===== config.mk =====
export PLATFORM = sky130hd
export DESIGN_NAME = mc_controller_flat
export DESIGN_NICKNAME = d
export VERILOG_FILES = /design/src/rtl/riscv_pkg.sv /design/src/rtl/mc_controller_if.sv /design/src/rtl/alu_decoder.sv /design/src/rtl/mc_controller.sv /design/src/flat_wrapper.sv
export SDC_FILE = /design/constraint.sdc
export NUM_CORES = 1
export LEC_CHECK = 0
export ABC_AREA = 1
export BUFFER_PORTS_ARGS = -buffer_cell sky130_fd_sc_hd__buf_2
export CAP_MARGIN = 15
export CORE_AREA = 2 2 39 41
export CTS_CLUSTER_DIAMETER = 150
export DETAILED_ROUTE_END_ITERATION = 10
export DIE_AREA = 0 0 41 43
export GPL_TIMING_DRIVEN = 0
export PLACE_DENSITY_LB_ADDON = 0.2
export SLEW_MARGIN = 5
export SYNTH_ARGS = -nofsm -noshare
export SYNTH_HDL_FRONTEND = slang
export SYNTH_SLANG_ARGS = --single-unit

===== constraint.sdc =====
create_clock -name clk -period 3.11 [get_ports clk]
set_input_delay 0.4665 -clock clk [delete_from_list [all_inputs] [get_ports clk]]
set_output_delay 0.4665 -clock clk [all_outputs]
set_load 0.05 [all_outputs]

===== src/rtl/riscv_pkg.sv =====
// riscv_pkg: multicycle controller state type, opcode constants and ALU encodings shared with the ALU.
package riscv_pkg;
    typedef enum logic [3:0] {
        S_FETCH, S_DECODE, S_MEMADR, S_MEMREAD, S_MEMWB, S_MEMWRITE,
        S_EXECUTER, S_EXECUTEI, S_ALUWB, S_BEQ, S_JAL
    } state_t;
    localparam logic [6:0] OP_LOAD   = 7'b0000011;
    localparam logic [6:0] OP_STORE  = 7'b0100011;
    localparam logic [6:0] OP_RTYPE  = 7'b0110011;
    localparam logic [6:0] OP_ITYPE  = 7'b0010011;
    localparam logic [6:0] OP_BRANCH = 7'b1100011;
    localparam logic [6:0] OP_JAL    = 7'b1101111;
    localparam logic [1:0] ALUOP_ADD   = 2'b00;
    localparam logic [1:0] ALUOP_SUB   = 2'b01;
    localparam logic [1:0] ALUOP_FUNCT = 2'b10;
    localparam logic [2:0] ALU_ADD = 3'b000;
    localparam logic [2:0] ALU_SUB = 3'b001;
    localparam logic [2:0] ALU_AND = 3'b010;
    localparam logic [2:0] ALU_OR  = 3'b011;
    localparam logic [2:0] ALU_SLL = 3'b100;
    localparam logic [2:0] ALU_SLT = 3'b101;
endpackage


===== src/rtl/mc_controller_if.sv =====
// mc_controller_if: instruction fields and ALU flag into the controller, datapath enables/selects out.
interface mc_controller_if;
    logic [6:0] op;
    logic [2:0] funct3;
    logic       funct7b5;
    logic       Zero;
    logic       PCWrite, AdrSrc, MemWrite, IRWrite, RegWrite;
    logic [1:0] ResultSrc, ALUSrcA, ALUSrcB, ImmSrc;
    logic [2:0] ALUControl;
    modport master (
        input  op, funct3, funct7b5, Zero,
        output PCWrite, AdrSrc, MemWrite, IRWrite, RegWrite,
        output ResultSrc, ALUSrcA, ALUSrcB, ImmSrc, ALUControl
    );
    modport slave (
        output op, funct3, funct7b5, Zero,
        input  PCWrite, AdrSrc, MemWrite, IRWrite, RegWrite,
        input  ResultSrc, ALUSrcA, ALUSrcB, ImmSrc, ALUControl
    );
endinterface


===== src/rtl/alu_decoder.sv =====
// alu_decoder: maps ALUOp plus funct3/funct7b5 to the ALU control encoding.
module alu_decoder
    import riscv_pkg::*;
(
    input  logic [1:0] alu_op_i,
    input  logic [2:0] funct3_i,
    input  logic       funct7b5_i,
    input  logic       op5_i,
    output logic [2:0] alu_control_o
);
    always_comb begin
        alu_control_o = ALU_ADD;
        if (alu_op_i == ALUOP_SUB) alu_control_o = ALU_SUB;
        else if (alu_op_i == ALUOP_FUNCT)
            case (funct3_i)
                // op[5] separates R-type sub from addi, whose imm bit 30 is data
                3'b000:  alu_control_o = (funct7b5_i & op5_i) ? ALU_SUB : ALU_ADD;
                3'b001:  alu_control_o = ALU_SLL;
                3'b010:  alu_control_o = ALU_SLT;
                3'b110:  alu_control_o = ALU_OR;
                3'b111:  alu_control_o = ALU_AND;
                default: alu_control_o = ALU_ADD;
            endcase
    end
endmodule


===== src/rtl/mc_controller.sv =====
// mc_controller: multicycle RISC-V control FSM with ImmSrc decode; ALU control comes from alu_decoder.
module mc_controller
    import riscv_pkg::*;
(
    input  logic           clk,
    input  logic           reset_n,
    mc_controller_if.master bus
);
    state_t     state_q, state_d;
    logic [1:0] alu_op;
    logic       pc_update, branch, ir_write, mem_write, reg_write;
    always_ff @(posedge clk or negedge reset_n)
        if (!reset_n) state_q <= S_FETCH;
        else state_q <= state_d;
    always_comb begin
        state_d = S_FETCH;
        case (state_q)
            S_FETCH:   state_d = S_DECODE;
            S_DECODE:  state_d = (bus.op == OP_LOAD || bus.op == OP_STORE) ? S_MEMADR :
                                 bus.op == OP_RTYPE  ? S_EXECUTER :
                                 bus.op == OP_ITYPE  ? S_EXECUTEI :
                                 bus.op == OP_BRANCH ? S_BEQ :
                                 bus.op == OP_JAL    ? S_JAL : S_FETCH;
            S_MEMADR:  state_d = bus.op == OP_LOAD ? S_MEMREAD : S_MEMWRITE;
            S_MEMREAD: state_d = S_MEMWB;
            S_EXECUTER, S_EXECUTEI, S_JAL: state_d = S_ALUWB;
            default:   state_d = S_FETCH;
        endcase
    end
    always_comb begin
        pc_update     = 1'b0;
        branch        = 1'b0;
        ir_write      = 1'b0;
        mem_write     = 1'b0;
        reg_write     = 1'b0;
        alu_op        = ALUOP_ADD;
        bus.AdrSrc    = 1'b0;
        bus.ResultSrc = 2'b00;
        bus.ALUSrcA   = 2'b00;
        bus.ALUSrcB   = 2'b00;
        case (state_q)
            S_FETCH: begin
                ir_write      = 1'b1;
                pc_update     = 1'b1;
                bus.ALUSrcB   = 2'b10;
                bus.ResultSrc = 2'b10;
            end
            S_DECODE: begin
                bus.ALUSrcA = 2'b01;
                bus.ALUSrcB = 2'b01;
            end
            S_MEMADR: begin
                bus.ALUSrcA = 2'b10;
                bus.ALUSrcB = 2'b01;
            end
            S_MEMREAD: bus.AdrSrc = 1'b1;
            S_MEMWB: begin
                bus.ResultSrc = 2'b01;
                reg_write     = 1'b1;
            end
            S_MEMWRITE: begin
                bus.AdrSrc = 1'b1;
                mem_write  = 1'b1;
            end
            S_EXECUTER: begin
                bus.ALUSrcA = 2'b10;
                alu_op      = ALUOP_FUNCT;
            end
            S_EXECUTEI: begin
                bus.ALUSrcA = 2'b10;
                bus.ALUSrcB = 2'b01;
                alu_op      = ALUOP_FUNCT;
            end
            S_ALUWB: reg_write = 1'b1;
            S_BEQ: begin
                bus.ALUSrcA = 2'b10;
                alu_op      = ALUOP_SUB;
                branch      = 1'b1;
            end
            S_JAL: begin
                bus.ALUSrcA = 2'b01;
                bus.ALUSrcB = 2'b10;
                pc_update   = 1'b1;
            end
            default: ;
        endcase
    end
    // state is forced to FETCH during reset, so write enables are gated to keep them quiet
    assign bus.PCWrite  = reset_n & (pc_update | (branch & bus.Zero));
    assign bus.IRWrite  = reset_n & ir_write;
    assign bus.MemWrite = reset_n & mem_write;
    assign bus.RegWrite = reset_n & reg_write;
    assign bus.ImmSrc   = bus.op == OP_STORE  ? 2'b01 :
                          bus.op == OP_BRANCH ? 2'b10 :
                          bus.op == OP_JAL    ? 2'b11 : 2'b00;
    alu_decoder u_alu_decoder (
        .alu_op_i     (alu_op),
        .funct3_i     (bus.funct3),
        .funct7b5_i   (bus.funct7b5),
        .op5_i        (bus.op[5]),
        .alu_control_o(bus.ALUControl)
    );
endmodule


===== src/flat_wrapper.sv =====
// flat-port wrapper written by rule: the top's interface ports become plain ports
module mc_controller_flat import riscv_pkg::*;
  (clk, reset_n, bus_op, bus_funct3, bus_funct7b5, bus_Zero, bus_PCWrite, bus_AdrSrc, bus_MemWrite, bus_IRWrite, bus_RegWrite, bus_ResultSrc, bus_ALUSrcA, bus_ALUSrcB, bus_ImmSrc, bus_ALUControl);
  mc_controller_if bus_i ();
  input  logic clk;
  input  logic reset_n;
  input wire logic [$bits(bus_i.op)-1:0] bus_op;
  input wire logic [$bits(bus_i.funct3)-1:0] bus_funct3;
  input wire logic [$bits(bus_i.funct7b5)-1:0] bus_funct7b5;
  input wire logic [$bits(bus_i.Zero)-1:0] bus_Zero;
  output wire logic [$bits(bus_i.PCWrite)-1:0] bus_PCWrite;
  output wire logic [$bits(bus_i.AdrSrc)-1:0] bus_AdrSrc;
  output wire logic [$bits(bus_i.MemWrite)-1:0] bus_MemWrite;
  output wire logic [$bits(bus_i.IRWrite)-1:0] bus_IRWrite;
  output wire logic [$bits(bus_i.RegWrite)-1:0] bus_RegWrite;
  output wire logic [$bits(bus_i.ResultSrc)-1:0] bus_ResultSrc;
  output wire logic [$bits(bus_i.ALUSrcA)-1:0] bus_ALUSrcA;
  output wire logic [$bits(bus_i.ALUSrcB)-1:0] bus_ALUSrcB;
  output wire logic [$bits(bus_i.ImmSrc)-1:0] bus_ImmSrc;
  output wire logic [$bits(bus_i.ALUControl)-1:0] bus_ALUControl;
  assign bus_i.op = bus_op;
  assign bus_i.funct3 = bus_funct3;
  assign bus_i.funct7b5 = bus_funct7b5;
  assign bus_i.Zero = bus_Zero;
  assign bus_PCWrite = bus_i.PCWrite;
  assign bus_AdrSrc = bus_i.AdrSrc;
  assign bus_MemWrite = bus_i.MemWrite;
  assign bus_IRWrite = bus_i.IRWrite;
  assign bus_RegWrite = bus_i.RegWrite;
  assign bus_ResultSrc = bus_i.ResultSrc;
  assign bus_ALUSrcA = bus_i.ALUSrcA;
  assign bus_ALUSrcB = bus_i.ALUSrcB;
  assign bus_ImmSrc = bus_i.ImmSrc;
  assign bus_ALUControl = bus_i.ALUControl;
  mc_controller u_core (.clk(clk), .reset_n(reset_n), .bus(bus_i));
endmodule

==> results of run 1 <==
==> Yosys cell counts <==
| master | n |
|---|---|
| nand3_1 | 12 |
| inv_2 | 3 |
| o21ai_0 | 2 |
| nor2_2 | 5 |
| o211ai_1 | 1 |
| nor3_2 | 1 |
| nor3_1 | 2 |
| inv_1 | 17 |
| a21oi_1 | 3 |
| nand2_2 | 2 |
| nand2_1 | 27 |
| nor2_1 | 16 |
| dfrtp_1 | 4 |
==> metrics by stage <==
stage               worst slack (ps)  area (µm²)
global route                    1050         681
floorplan                        933         493
global placement                1250         658
finish                          1140         681
detailed placement              1230         658
CTS                             1150         681
==> cell type report <==
class,instances,share of cell area
multi-input combinational,71,0.467
timing repair buffer,29,0.213
sequential,4,0.147
inverter,20,0.110
clock buffer,3,0.0331
tap,16,0.0294
==> worst register-to-register path, cell delays in order (launching register included) <==
cell	delay (ps)
dfrtp_1	390
inv_1	120
nand2_1	90
nor2_2	210
nand3_1	130
o21ai_0	90
==> final timing paths <==
kind | endpoint | start | cells after the start
setup / recovery | bus_ALUSrcB[0] | u_core.state_q[3]$_DFF_PN0_ | 6
hold / removal | u_core.state_q[3]$_DFF_PN0_ | reset_n | 1
setup reg to reg | u_core.state_q[0]$_DFF_PN0_ | u_core.state_q[3]$_DFF_PN0_ | 5
hold reg to reg | u_core.state_q[0]$_DFF_PN0_ | u_core.state_q[0]$_DFF_PN0_ | 1
max in group asynchronous | u_core.state_q[2]$_DFF_PN0_ | reset_n | 1
min in group clk | u_core.state_q[1]$_DFF_PN0_ | bus_op[6] | 4
==> routing by layer <==
metal	track usage	wire length, µm
met4	0.100	0
met3	0.0366	67
met5	0	0
met1	0.193	502
met2	0.275	616
==> cell families after synthesis <==
family / after synthesis / share of synthesized area
AOI/OAI and AO/OA: 6 / 0.0660
buffers and inverters: 20 / 0.152
DFF: 4 / 0.203
and+or+nand+nor: 65 / 0.579
==> power breakdown <==
part           total, mW  switching, mW  internal [mW]  leakage, nW
registers         0.0737         0.0135         0.0602       0.0538
clock network     0.0621         0.0191         0.0430       0.0138
logic              0.281          0.217         0.0639        0.397
==> metrics.yaml, run 1 <==
ys_seq_area_frac: 0.203
yosysTopAreaCell: "nand2_1"
critical_path.max_fanout: 5
dp_cells: 140
setup_viol: 0
die_area_mm2: 0.00176
diodes: 0
layout_commonest_cell: "buf_2"
synth.area.top_cells: "nand2_1, dfrtp_1, inv_1"
grt_pass1_wl_um: 2040
drtIter0Drc: 8
fin_util: 0.492
relSlewSlack: 0.809
crit_required_ps: 2640
viasPerCell: 4.48
nets: 143
tightest_slew_ps: 285
cp_slowest_cell: "dfrtp_1"
regArea_um2: 100
root_buffer: "clkbuf_4"
crit_type: "reg -> out"
ios: 30
crit_family: "buffers and inverters"
hold_class: "in -> async"
rsz0062_at_grt: "no"
power_density_mw_per_mm2: 612
crit_path_frequent_cell: "inv_1"
grt_pass1_vias: 546
max-cap-violations: 0
cts_buffers: 3
multi_input_area_um2: 318
synth_nets: 109
path_buf_inv: 3
finClkSkew_ps: 3.04
irDropWorstVdd_mv: 0.197
period_needed_ps: 1970
synth_seq_cells: 4
grt_max_degree: 7
syn_avg_cell_area_um2: 5.19
outcome: "finished, final reports clean"
clockBufferDepth: 2
r2r_slack_ps: 2010
drive_gt1_frac: 0.339
gp_congestion: 0.708
max_freq_ghz: 0.508
antenna_found_initial: 0
slowest_delay_ps: 390
grt_usage: 0.171
htree_num_levels: 1
top_register: "u_core.state_q"
fp-row-count: 14
top_regs: "u_core.state_q: 4 flops"
synthDistinctLibCells: 13
worstSetupStartpointType: "flop"
p_leak_nw: 0.464
clock_sinks: 4
layout_common_cells: "buf_2, nand2_1, inv_1"
synth_top_area_frac: 0.206
chipHeight_um: 43
holdWs_ps: 33.9
postCtsSetupBuffers: 0
dr.pass1.iters: 4
start_util: 0.356
totalPowerFinal_uw: 417
ctsResizeCount: 0
clk_pin_slew_worst_paths_ps: 40
vias: 641
post-dp-hpwl_um: 1010
finalMaxSlewViolations: 0
wire_per_inst_um: 8.29
cts_tree: "built"
coreArea_mm2: 0.00138
clk_latency_ps: 230
routed_wl_um: 1190
arrival_ps: 1500
antenna_left: 0
syn_to_final_growth_pct: 38.1
synthCells: 95
synth_area_um2: 493
largest_reg_flops: 4
hold_violations: 0
die_width_um: 41
final_cells: 143
grt_overflow: 0
min_period_over_period: 0.633
drcViolationCount: 0
end_kind: "primary output"
fin_tns_setup_ps: 0
hold_buffers: 0
io_buffers: 29
nFillCells: 167
synth-warning-count: 0
path_cells: "inv_1 -> nand2_1 -> nor2_2 -> inv_1 -> o211ai_1 -> buf_2"
Power figures use the tool's default switching activity.
==> run 2, diff against run 1 <==
==> constraint.sdc (replaced) <==
create_clock -name clk -period 1.88 [get_ports clk]
set_input_delay 0.282 -clock clk [delete_from_list [all_inputs] [get_ports clk]]
set_output_delay 0.282 -clock clk [all_outputs]
set_load 0.05 [all_outputs]
==> run 2 against run 1 <==
Against the previous run: via count fell by 0.47%; first-iteration DRC count shrank 88%; die area unchanged; critical endpoint is now bus_RegWrite; sequential cell count is the same; cell count increased by 0.70%.
==> metrics.yaml, run 2 (synthesis gave the netlist of run 1 again) <==
outcome: "finished, final reports clean"
die_area_mm2: 0.00176
crit_type: "in -> out"
worstSetupStartpointType: "input pin"
antenna_left: 0
final_cells: 144
vias: 638
grt_overflow: 0
irDropWorstVdd_mv: 0.345
syn_to_final_growth_pct: 43.1
switching_share: 0.596
layout_common_cells: "buf_2, nand2_1, inv_1"
largest_reg_flops: 4
slowest_delay_ps: 520
p_switching_uw: 419
max-cap-violations: 0
p_leak_nw: 0.472
clk_pin_slew_worst_paths_ps: 40
power_density_mw_per_mm2: 997
drtIter0Drc: 1
ios: 30
tightest_slew_ps: 284
routed_wl_um: 1190
finalMaxSlewViolations: 0
coreArea_mm2: 0.00138
fp-row-count: 14
nFillCells: 164
htree_num_levels: 1
crit_required_ps: 1600
gp_congestion: 0.684
top_regs: "u_core.state_q: 4 flops"
end_kind: "primary output"
die_width_um: 41
antenna_found_initial: 0
pwr-share-comb: 0.683
dp_cells: 140
clockBufferDepth: 2
diodes: 0
r2r_slack_ps: 780
hold_violations: 0
max_freq_ghz: 0.563
crit_path_frequent_cell: "buf_2"
cp_slowest_cell: "dlygate4sd3_1"
rsz0062_at_grt: "no"
grt_max_degree: 7
setup_viol: 0
chipHeight_um: 43
cts_tree: "built"
cts_buffers: 3
r2r.worst_path.cells: 5
io_buffers: 29
drive_gt1_frac: 0.359
grt_usage: 0.166
viasPerCell: 4.43
top_register: "u_core.state_q"
dr.pass1.iters: 2
min_period_over_period: 0.944
finClkSkew_ps: 3.85
grt_pass1_wl_um: 2020
fin_util: 0.510
fin_tns_setup_ps: 0
root_buffer: "clkbuf_4"
path_cells: "dlygate4sd3_1 -> buf_2 -> inv_1 -> nor3_2 -> buf_2"
arrival_ps: 1490
drcViolationCount: 0
clk_latency_ps: 230
clockPowerShare: 0.145
period_needed_ps: 1770
layout_commonest_cell: "buf_2"
grt_pass1_vias: 540
internal_power_uw: 284
relSlewSlack: 0.810
rr_endpoint: "u_core.state_q[2]$_DFF_PN0_"
p_seq_frac: 0.173
nets: 144
post-dp-hpwl_um: 1010
clock_sinks: 4
wire_per_inst_um: 8.29
r2r_start: "u_core.state_q[1]$_DFF_PN0_"
start_util: 0.356
critical_path.max_fanout: 5
hold_class: "in -> async"
run 2: changes by cell type in the layout (fill, tap and decap cells not counted), sizes merged:
cell,delta
buf,-1
dlygate4sd3,+1
clkbuf,+1
run 2: timing repair:
item | CTS | global route
gates resized for setup | 0 | 1
buffers inserted | 0 | 0
hold endpoints to repair | 4 | 0
hold buffers | 1 | 0
setup endpoints to repair | 0 | 1
run 2: layer usage:
layer | share of wire | up-vias | track usage
li1 | - | 357 | -
met1 | 0.43 | 265 | 0.184
met2 | 0.52 | 16 | 0.281
met3 | 0.053 | 0 | 0.0471
met4 | 0 | 0 | 0.0600
met5 | 0 | - | 0
run 2: worst max path at each step:
stage,start,to,slack (ps),cells after the start
finish,reset_n,bus_RegWrite,110,5
CTS,u_core.state_q[1]$_DFF_PN0_,bus_ALUSrcB[0],80,6
global route,reset_n,bus_RegWrite,2,5
floorplan,u_core.state_q[2]$_DFF_PN0_,bus_ALUSrcB[0],140,4
detailed placement,u_core.state_q[1]$_DFF_PN0_,bus_ALUSrcB[0],350,6
global placement,u_core.state_q[1]$_DFF_PN0_,bus_ALUSrcB[0],370,6
run 2: power by group through the flow:
stage | logic (mW) | clock network [mW] | registers, mW
2_1_floorplan | 0.377 | 0 | 0.119
3_3_place_gp | 0.470 | 0 | 0.122
3_5_place_dp | 0.474 | 0 | 0.122
4_1_cts | 0.479 | 0.107 | 0.122
5_1_grt | 0.516 | 0.111 | 0.124
6_report | 0.480 | 0.102 | 0.122
run 2: critical path: cells and delay by family:
family | cells | cell delay (ps)
buffers and inverters | 4 | 1040
AND/OR/NAND/NOR | 1 | 160
run 2: area by class of cell:
class	instances	area (µm²)	share of cell area
inverter	20	75.1	0.106
tap	16	20.0	0.0284
timing repair buffer	30	158	0.223
clock buffer	3	22.5	0.0319
multi-input combinational	71	330	0.468
sequential	4	100	0.142
run 2: through the flow:
stage | hold slack, ps | total power [mW] | instance area [µm²] | worst slack, ps
after detailed placement | 95.4 | 0.596 | 671 | 352
after global routing | 414 | 0.751 | 706 | 2.32
final | 389 | 0.704 | 706 | 105
after global placement | 93.2 | 0.592 | 671 | 367
after floorplan | -13.6 | 0.495 | 505 | 139
after CTS | 387 | 0.707 | 703 | 81.2
